### config.mk
export PLATFORM = sky130hd
export DESIGN_NAME = spi_slave_rx
export DESIGN_NICKNAME = d
export VERILOG_FILES = /design/src/rtl/spi_pkg.sv /design/src/rtl/spi_sync.sv /design/src/rtl/spi_slave_rx.sv
export SDC_FILE = /design/constraint.sdc
export NUM_CORES = 1
export LEC_CHECK = 0
export ABC_AREA = 1
export BUFFER_PORTS_ARGS = -buffer_cell sky130_fd_sc_hd__buf_2
export CORE_ASPECT_RATIO = 0.75
export CORE_MARGIN = 2
export CORE_UTILIZATION = 35
export DETAILED_ROUTE_END_ITERATION = 6
export GPL_ROUTABILITY_DRIVEN = 0
export SLEW_MARGIN = 20
export SYNTH_ARGS = -nofsm -noshare
export SYNTH_HDL_FRONTEND = slang
export SYNTH_SLANG_ARGS = --single-unit
export TNS_END_PERCENT = 1
### constraint.sdc
create_clock -name clk -period 1.3 [get_ports clk]
set_input_delay 0.13 -clock clk [delete_from_list [all_inputs] [get_ports clk]]
set_output_delay 0.13 -clock clk [all_outputs]
set_load 0.1 [all_outputs]
### src/rtl/spi_pkg.sv
`default_nettype none
// +--------------------------------------------------------------------------+
// | spi_pkg : shared SPI types and constants (state encoding, default width) |
// | Rev 1.0                                                                  |
// +--------------------------------------------------------------------------+
package spi_pkg;

    typedef enum logic [1:0] {
        IDLE = 2'd0,
        RX   = 2'd1
    } spi_rx_state_t;

    localparam int SPI_DEFAULT_WIDTH = 8;

endpackage
`default_nettype wire

### src/rtl/spi_sync.sv
`default_nettype none
// +--------------------------------------------------------------------------+
// | spi_sync : 1-bit multi-flop synchronizer with configurable reset value   |
// | Rev 1.0                                                                  |
// +--------------------------------------------------------------------------+
module spi_sync #(
    parameter int   SYNC_STAGES = 2,
    parameter logic RESET_VAL   = 1'b0
) (
    input  logic clk,
    input  logic rst,
    input  logic d,
    output logic q
);

    logic [SYNC_STAGES-1:0] r_sync;

    always_ff @(posedge clk or posedge rst) begin
        if (rst) begin
            r_sync <= {SYNC_STAGES{RESET_VAL}};
        end else begin
            r_sync <= {r_sync[SYNC_STAGES-2:0], d};
        end
    end

    assign q = r_sync[SYNC_STAGES-1];

endmodule
`default_nettype wire

### src/rtl/spi_slave_rx.sv
`default_nettype none
// +--------------------------------------------------------------------------+
// | spi_slave_rx : SPI mode-0 slave receiver, oversampled, valid/ready out.  |
// | Optional full-duplex transmit path enabled by macro SPI_SLAVE_MISO_EN.   |
// | Rev 1.0                                                                  |
// +--------------------------------------------------------------------------+
module spi_slave_rx
    import spi_pkg::*;
#(
    parameter int DATA_WIDTH  = SPI_DEFAULT_WIDTH,
    parameter int SYNC_STAGES = 2
) (
    input  logic                  clk,
    input  logic                  rst,
    input  logic                  sclk,
    input  logic                  cs,
    input  logic                  mosi,
    output logic [DATA_WIDTH-1:0] rx_data,
    output logic                  rx_valid,
    input  logic                  rx_ready,
    output logic                  overrun,
    output logic                  frame_err,
    output logic                  busy
`ifdef SPI_SLAVE_MISO_EN
    ,
    input  logic [DATA_WIDTH-1:0] tx_data,
    output logic                  miso
`endif
);

    localparam int                CNT_W   = $clog2(DATA_WIDTH + 1);
    localparam int                FLUSH_W = $clog2(SYNC_STAGES + 1);
    localparam logic [CNT_W-1:0]  c_last  = CNT_W'(DATA_WIDTH - 1);
    localparam logic [FLUSH_W-1:0] c_flush_done = FLUSH_W'(SYNC_STAGES);

    logic w_sclk_s, w_cs_s, w_mosi_s;

    spi_sync #(.SYNC_STAGES(SYNC_STAGES), .RESET_VAL(1'b0)) u_sync_sclk (
        .clk(clk), .rst(rst), .d(sclk), .q(w_sclk_s)
    );
    spi_sync #(.SYNC_STAGES(SYNC_STAGES), .RESET_VAL(1'b1)) u_sync_cs (
        .clk(clk), .rst(rst), .d(cs), .q(w_cs_s)
    );
    spi_sync #(.SYNC_STAGES(SYNC_STAGES), .RESET_VAL(1'b0)) u_sync_mosi (
        .clk(clk), .rst(rst), .d(mosi), .q(w_mosi_s)
    );

    spi_rx_state_t         r_state;
    logic                  r_sclk_prev;
    logic [CNT_W-1:0]      r_cnt;
    logic [DATA_WIDTH-1:0] r_shift;
    logic [DATA_WIDTH-1:0] r_rx_data;
    logic                  r_rx_valid;
    logic                  r_overrun;
    logic                  r_frame_err;
    logic                  r_busy;
    logic [FLUSH_W-1:0]    r_flush;
    logic                  r_armed;

    logic                  w_rise;
    logic                  w_start;
    logic                  w_complete;
    logic [DATA_WIDTH-1:0] w_shift_next;

    assign w_rise       = w_sclk_s & ~r_sclk_prev;
    assign w_start      = (r_state == IDLE) && r_armed && !w_cs_s;
    assign w_complete   = (r_state == RX) && w_rise && (r_cnt == c_last);
    assign w_shift_next = {r_shift[DATA_WIDTH-2:0], w_mosi_s};

    always_ff @(posedge clk or posedge rst) begin
        if (rst) begin
            r_sclk_prev <= 1'b0;
        end else begin
            r_sclk_prev <= w_sclk_s;
        end
    end

    // After reset the cs synchronizer shows its reset value, not the pin; a frame
    // may only start once the real pin has been seen high (r_armed).
    always_ff @(posedge clk or posedge rst) begin
        if (rst) begin
            r_flush <= '0;
            r_armed <= 1'b0;
        end else if (r_flush != c_flush_done) begin
            r_flush <= r_flush + 1'b1;
        end else if (w_cs_s) begin
            r_armed <= 1'b1;
        end
    end

    always_ff @(posedge clk or posedge rst) begin
        if (rst) begin
            r_state     <= IDLE;
            r_cnt       <= '0;
            r_shift     <= '0;
            r_rx_data   <= '0;
            r_rx_valid  <= 1'b0;
            r_overrun   <= 1'b0;
            r_frame_err <= 1'b0;
            r_busy      <= 1'b0;
        end else begin
            r_overrun   <= 1'b0;
            r_frame_err <= 1'b0;
            if (r_rx_valid && rx_ready) begin
                r_rx_valid <= 1'b0;
            end
            case (r_state)
                IDLE: begin
                    r_cnt   <= '0;
                    r_shift <= '0;
                    if (w_start) begin
                        r_state <= RX;
                        r_busy  <= 1'b1;
                    end
                end
                RX: begin
                    if (w_rise) begin
                        r_shift <= w_shift_next;
                        if (w_complete) begin
                            r_rx_data  <= w_shift_next;
                            r_rx_valid <= 1'b1;
                            r_overrun  <= r_rx_valid && !rx_ready;
                            r_cnt      <= '0;
                        end else begin
                            r_cnt <= r_cnt + 1'b1;
                        end
                    end
                    // A word finishing on the same edge as cs rising wins over frame_err.
                    if (w_cs_s) begin
                        r_state     <= IDLE;
                        r_busy      <= 1'b0;
                        r_frame_err <= (r_cnt != '0) && !w_complete;
                    end
                end
                default: begin
                    r_state <= IDLE;
                    r_busy  <= 1'b0;
                end
            endcase
        end
    end

`ifdef SPI_SLAVE_MISO_EN
    logic                  w_fall;
    logic [DATA_WIDTH-1:0] r_tx;

    assign w_fall = ~w_sclk_s & r_sclk_prev;

    // No shift on the fall after a word completes: r_cnt is 0 and the fresh
    // word's MSB must stay on miso for the next rise.
    always_ff @(posedge clk or posedge rst) begin
        if (rst) begin
            r_tx <= '0;
        end else if (w_start || w_complete) begin
            r_tx <= tx_data;
        end else if (r_state == RX && !w_cs_s) begin
            if (w_fall && r_cnt != '0) begin
                r_tx <= {r_tx[DATA_WIDTH-2:0], 1'b0};
            end
        end else begin
            r_tx <= '0;
        end
    end

    assign miso = r_tx[DATA_WIDTH-1];
`endif

    assign rx_data   = r_rx_data;
    assign rx_valid  = r_rx_valid;
    assign overrun   = r_overrun;
    assign frame_err = r_frame_err;
    assign busy      = r_busy;

endmodule
`default_nettype wire

==> results by group, run 1 <==
Worst setup path
  – Kind of start point of the critical path: flop
  – Crit path arrival time: 1080 ps
  – Setup crit end kind: output port
  – Cell family contributing the most delay on the critical path: buffers and inverters
  – Endpoint required time on the critical path: 1170 ps
  – Maximum fanout count along the critical path: 2
  – Cell-by-cell trace of the critical path: buf_2
  – Delay contributed by the slowest stage of the critical path: 430 ps
  – Slowest-stage cell, CP: buf_2
  – Number of buffers and inverters on the critical path: 1
  – Worst setup path category: flop to output port

STA
  – Upper clock frequency limit: 829 MHz
  – Hold Vio Cnt, Final: 0
  – Final count of pins violating max slew: 0
  – Transition time at the pin with the least slew margin: 491 ps
  – Setup repair after global routing missed its margin: no
  – Share of the clock period used by the worst path: 92.8%
  – Final setup fails: 0
  – Final Critical Period: 1210 ps
  – Slew margin rel.: 67.5%
  – Worst Clk Skew: 5.59 ps
  – Final Hold Slack: 27.1 ps
  – Setup Total Neg Slack: 0 ps

Power and ir drop
  – Overall power after layout: 1.93 mW
  – Static leakage: 0.804 nW
  – Worst VDD drop: 0.642 mV
  – Total power per unit cell area: 1230 mW/mm^2

Logic synthesis
  – Synth Warn #: 0
  – Share of the synthesized area in compound gates (AO/OA/AOI/OAI): 5.98%
  – Cell Area, Synth: 0.00125 mm^2
  – Mux cell area share after synthesis: 0%
  – Post-synth net total: 127
  – Area share of xor/xnor cells in the synthesized design: 1.40%
  – Synthesized area divided by synthesized cell count: 10.6 um^2
  – Register area share after synthesis: 66.0%
  – Combinational family with the most area after synthesis: simple AND/OR/NAND/NOR gates
  – Number of library cell types mapped by synthesis: 19
  – Number of cells produced by synthesis: 118
  – Synth Area in Adders: 2.99%
  – Simple-gate area share of the yosys netlist: 18.8%
  – Synth Register Bits: 33

Clock tree
  – Clock slew seen by the registers of the worst setup and hold paths: 60 ps
  – TritonCTS buffer count: 5
  – Number of clock sinks: 33
  – Clock root buffer: clkbuf_8
  – CTS Buffer Depth: 2
  – Insertion delay of the later-clocked pin in the worst-skew pair: 280 ps
  – Depth of the CTS H-tree: 2
  – Clock tree from TritonCTS: yes
  – Setup bufs post-CTS: 0

Detailed routing
  – Total via count after detailed routing: 873
  – Routed via count divided by cell count: 4.64
  – Total routed wirelength: 2.27 mm
  – Detail Route Antenna Nets: 0
  – First-pass iteration count of the detailed router: 4
  – # DRC: 0
  – Met2 wire len: 1.04 mm
  – Average wire length per cell after detail routing: 12.1 um
  – Uppermost layer routed: met4
  – Initial detailed-routing violation count: 69
  – Routed metal-1 wirelength: 1.04 mm
  – DR WL met3: 151 um

Floorplanning
  – Die Y: 55.9 um
  – Die Span X: 73.1 um
  – Cell row count: 18
  – Top-level I/O count: 18
  – Die Area: 0.00409 mm^2
  – Core box area: 0.00336 mm^2
  – Effective utilization at floorplan: 37.4%

GRT
  – First-pass GRT wire length: 3.82 mm
  – Antenna violations before repair: 0
  – Leftover overflow at the end of global routing: 0
  – Number of global-route vias before repair: 857
  – Global-route total usage across every layer: 12.9%
  – Pin count of the biggest net entering global routing: 32

Placed design
  – Detailed placer's ending HPWL: 1.60 mm
  – Count of placed standard cells including taps: 177
  – Number of port buffers: 17

Flow run
  – # Max-Cap Violations: 0

Cells and area
  – Diode insertion count for antenna repair: 0
  – Final core area utilization: 46.6%
  – Area growth from synthesis to final layout: 24.5%
  – Net count, final: 157
  – Sequential cell area in the final layout: 832 um^2
  – Proportion of layout cells with a drive suffix above 1: 23.0%
  – Count of fill cells added during filler insertion: 322
  – Number of standard cells in the layout, taps in and fillers out: 188
  – Total area of multi-input combinational cells: 367 um^2

Run status
  – Result of the run: completed

Min path
  – Classification of the worst-slack hold path: primary input to flop
==> worst paths after layout <==
path	slack (ps)	from	depth (start not counted)	end
setup reg to reg	100	r_cnt[0]$_DFFE_PP0P_	6	rx_data[4]$_DFFE_PP0P_
setup / recovery	90	rx_data[0]$_DFFE_PP0P_	1	rx_data[0]
min in group asynchronous	290	rst	3	rx_valid$_DFF_PP0_
hold / removal	30	rx_ready	2	overrun$_DFF_PP0_
hold reg to reg	350	u_sync_mosi.r_sync[0]$_DFF_PP0_	0	u_sync_mosi.r_sync[1]$_DFF_PP0_
max in group asynchronous	540	rst	4	u_sync_cs.r_sync[0]$_DFF_PP1_
==> placed cells by master (no fill, tap or decap), drive strengths merged <==
master,count
a21o,1
o22ai,6
inv,16
ha,3
xnor2,2
nor3,2
buf,19
dlygate4sd3,4
dfstp,2
dfrtp,31
o21ai,6
nand4,1
clkbuf,7
nand3,4
nand2,38
nor2,6
==> logic make-up (layout without fill, tap and decap cells) <==
logic type / Yosys count / after routing
buffers and inverters: 16 / 46
adder cells (fa/ha/maj): 3 / 3
XOR/XNOR: 2 / 2
flip-flops: 33 / 33
AO/OA/AOI/OAI: 13 / 13
AND/OR/NAND/NOR: 51 / 51
==> metrics by stage <==
stage          area (um^2)  setup slack, ps
5_1_grt               1560             2.18
3_3_place_gp          1440              158
4_1_cts               1560             87.3
3_5_place_dp          1440              109
2_1_floorplan         1260             17.1
6_report              1560             93.7
==> registers in the layout, summed over array words and instances (netlist names) <==
register / flops
r_flush: 2
u_sync_sclk.r_sync: 2
r_sclk_prev: 1
r_cnt: 4
u_sync_cs.r_sync: 2
u_sync_mosi.r_sync: 2
rx_data: 8
overrun: 1
rx_valid: 1
busy: 1
frame_err: 1
r_shift: 7
r_armed: 1
==> synthesized netlist by cell type <==
master	instances	area, um^2
inv_2	1	3.75
nand3_1	3	15.0
a21o_1	1	7.51
dfstp_2	2	52.6
nor2_4	1	11.3
o22ai_1	6	37.5
nor2_2	1	6.26
nor2_1	4	15.0
nand2_1	37	139
inv_1	15	56.3
ha_1	3	37.5
nor3_1	1	5.00
o21ai_0	6	30.0
nand4_1	1	6.26
nor3_2	1	10.0
xnor2_1	2	17.5
nand3_4	1	17.5
nand2_4	1	11.3
dfrtp_1	31	776
==> power by group <==
part	internal [mW]	leakage (nW)	switching, mW
Clock	0.419	0.0443	0.333
Combinational	0.0404	0.332	0.0717
Sequential	1.05	0.428	0.0146
Total	1.51	0.804	0.420
==> routing by layer <==
metal  GRT usage [%]  up-vias
li1                -      427
met1            15.1      419
met2            19.4       22
met3            5.98        5
met4            7.14        0
met5               0        -
==> cell type report <==
cell class,instances,area share [%]
Tap cell,40,3.20
Multi-Input combinational cell,69,23.5
Sequential cell,33,53.2
Timing Repair Buffer,23,10.7
Inverter,16,3.84
Clock buffer,7,5.52
==> what timing repair did <==
action	4_1_cts	5_1_grt
gates resized for setup	0	0
setup endpoints to repair	0	0
endpoints found under the hold margin	34	0
hold buffers	4	0
Power figures use the tool's default switching activity.
==> run 2: changes to the inputs <==
--- a/config.mk
+++ b/config.mk
@@ -12,6 +12,7 @@
 export CORE_UTILIZATION = 35
 export DETAILED_ROUTE_END_ITERATION = 6
 export GPL_ROUTABILITY_DRIVEN = 0
+export SETUP_SLACK_MARGIN = 0.1
 export SLEW_MARGIN = 20
 export SYNTH_ARGS = -nofsm -noshare
 export SYNTH_HDL_FRONTEND = slang
==> constraint.sdc (replaced) <==
create_clock -name clk -period 1.4 [get_ports clk]
set_input_delay 0.14 -clock clk [delete_from_list [all_inputs] [get_ports clk]]
set_output_delay 0.14 -clock clk [all_outputs]
set_load 0.1 [all_outputs]
==> results by group, run 2 (synthesized netlist as in run 1, its figures left out) <==
Clock tree
  – Clock root buffer: clkbuf_8
  – Insertion delay of the later-clocked pin in the worst-skew pair: 280 ps (about the same)
  – Clock tree from TritonCTS: yes
  – Setup bufs post-CTS: 0 (unchanged)
  – Depth of the CTS H-tree: 2 (unchanged)
  – Clock slew seen by the registers of the worst setup and hold paths: 60 ps (about the same)
  – Number of clock sinks: 33 (unchanged)
  – CTS Buffer Depth: 2 (unchanged)
  – TritonCTS buffer count: 5 (unchanged)

STA
  – Upper clock frequency limit: 840 MHz
  – Hold Vio Cnt, Final: 0 (unchanged)
  – Final count of pins violating max slew: 0 (unchanged)
  – Share of the clock period used by the worst path: 85.0%
  – Final Critical Period: 1190 ps
  – Transition time at the pin with the least slew margin: 493 ps (+2.09 ps)
  – Worst Clk Skew: 6.14 ps (+0.557 ps)
  – Final Hold Slack: 38.5 ps (+11.4 ps)
  – Setup Total Neg Slack: 0 ps (unchanged)
  – Final setup fails: 0 (unchanged)
  – Setup repair after global routing missed its margin: yes
  – Slew margin rel.: 67.4% (-0.14 points)

Cells and area
  – Proportion of layout cells with a drive suffix above 1: 22.8% (-0.15 points)
  – Diode insertion count for antenna repair: 0 (unchanged)
  – Net count, final: 157 (unchanged)
  – Number of standard cells in the layout, taps in and fillers out: 189 (+0.53%)
  – Most common library cell in the layout ignoring fill and taps: nand2_1
  – Max reg flops: 8 (unchanged)
  – Count of fill cells added during filler insertion: 325 (+0.93%)
  – Highest-count cells in the layout ignoring fill and taps: nand2_1, dfrtp_1, buf_2, inv_1
  – Area growth from synthesis to final layout: 22.8%

Worst setup path
  – Crit path arrival time: 1050 ps (-30 ps)
  – Maximum fanout count along the critical path: 2 (unchanged)
  – Cell family contributing the most delay on the critical path: buffers and inverters
  – Delay contributed by the slowest stage of the critical path: 430 ps (about the same)
  – Number of buffers and inverters on the critical path: 1 (unchanged)
  – Endpoint required time on the critical path: 1260 ps (+90 ps)
  – Setup crit end kind: output port
  – Slowest-stage cell, CP: buf_2
  – Kind of start point of the critical path: flop
  – Worst setup path category: flop to output port
  – Cell-by-cell trace of the critical path: buf_2

Placed design
  – Detailed placer's ending HPWL: 1.55 mm (-3.1%)
  – Number of port buffers: 17 (unchanged)
  – Count of placed standard cells including taps: 177 (unchanged)

Min path
  – Classification of the worst-slack hold path: primary input to flop

Detailed routing
  – Routed via count divided by cell count: 4.62 (-0.53%)
  – Total via count after detailed routing: 873 (unchanged)
  – Total routed wirelength: 2.14 mm (-5.9%)
  – Initial detailed-routing violation count: 39 (-43%)
  – Average wire length per cell after detail routing: 11.3 um (-6.4%)
  – First-pass iteration count of the detailed router: 4 (unchanged)
  – # DRC: 0 (unchanged)
  – Detail Route Antenna Nets: 0 (unchanged)

GRT
  – First-pass GRT wire length: 3.82 mm (-0.18%)
  – Pin count of the biggest net entering global routing: 17 (-47%)
  – Number of global-route vias before repair: 820 (-4.3%)
  – Global-route total usage across every layer: 12.3% (-0.63 points)
  – Leftover overflow at the end of global routing: 0 (unchanged)
  – Antenna violations before repair: 0 (unchanged)

Power and ir drop
  – Total power per unit cell area: 1160 mW/mm^2 (-5.9%)
  – Clock power share: 39.6% (+0.6 points)
  – Comb pwr share: 5.2% (-0.6 points)
  – Total net switching power: 0.386 mW (-8.0%)
  – Static leakage: 0.796 nW (-0.95%)
  – P_int: 1.40 mW (-7.0%)
  – Switching portion of total power: 21.6% (-0.19 points)
  – Worst VDD drop: 0.689 mV (+7.3%)
  – Share of total power in sequential cells: 55.2% (about the same)

Flow run
  – # Max-Cap Violations: 0 (unchanged)

Floorplanning
  – Effective utilization at floorplan: 37.4% (unchanged)
  – Die Area: 0.00409 mm^2 (unchanged)
  – Core box area: 0.00336 mm^2 (unchanged)
  – Cell row count: 18 (unchanged)
  – Top-level I/O count: 18 (unchanged)
  – Die Span X: 73.1 um (unchanged)
  – Die Y: 55.9 um (unchanged)

Run status
  – Result of the run: completed
-- run 2: routing by layer --
layer	share of wire [%]	GRT usage [%]	wire length [um]	vias up
met2	45	17.4	953	18
met5	0	0	0	-
li1	-	-	-	432
met4	0.33	3.97	7	0
met1	50	17.2	1060	421
met3	5.4	4.89	116	2
-- run 2: power by group through the flow --
stage,sequential [mW],clock (mW),combinational [mW]
final,0.988,0.709,0.0935
after global routing,0.989,0.793,0.106
after CTS,0.988,0.736,0.0955
after detailed placement,1.00,0,0.0859
after floorplan,1.02,0,0.0407
after global placement,1.00,0,0.0840
-- run 2: cell type report --
type / count / area [um^2] / area share, %
Clock buffer: 8 / 90.1 / 5.84
Inverter: 16 / 60.1 / 3.90
Multi-Input combinational cell: 69 / 367 / 23.8
Sequential cell: 33 / 832 / 54.0
Tap cell: 40 / 50.0 / 3.25
Timing Repair Buffer: 23 / 143 / 9.25
-- run 2: path summary, 6_finish.rpt --
path                                                 start                               to  slack [ps]  depth (start not counted)
hold reg to reg            u_sync_mosi.r_sync[0]$_DFF_PP0_  u_sync_mosi.r_sync[1]$_DFF_PP0_         350                          0
setup reg to reg                      r_cnt[1]$_DFFE_PP0P_           rx_data[0]$_DFFE_PP0P_         220                          6
max in group asynchronous                              rst           r_shift[2]$_DFFE_PP0P_         390                          4
min in group asynchronous                              rst                 busy$_DFFE_PP0P_         420                          3
setup / recovery                    rx_data[4]$_DFFE_PP0P_                       rx_data[4]         210                          1
hold / removal                                    rx_ready                overrun$_DFF_PP0_          40                          2
-- run 2: timing repair --
item,4_1_cts,5_1_grt
resized for setup,1,0
setup endpoints to repair,1,7
hold buffers,4,0
endpoints found under the hold margin,12,0
pin swaps,0,1
-- run 2: per-stage QoR --
stage | setup WS (ps) | cell area [um^2] | util [%] | power, mW
after detailed placement | 217 | 1410 | 42.0 | 1.09
final | 210 | 1540 | 45.9 | 1.79
after floorplan | 117 | 1260 | - | 1.06
after CTS | 193 | 1540 | 45.9 | 1.82
after global placement | 261 | 1410 | 42.0 | 1.09
after global routing | 89.4 | 1540 | 45.9 | 1.89
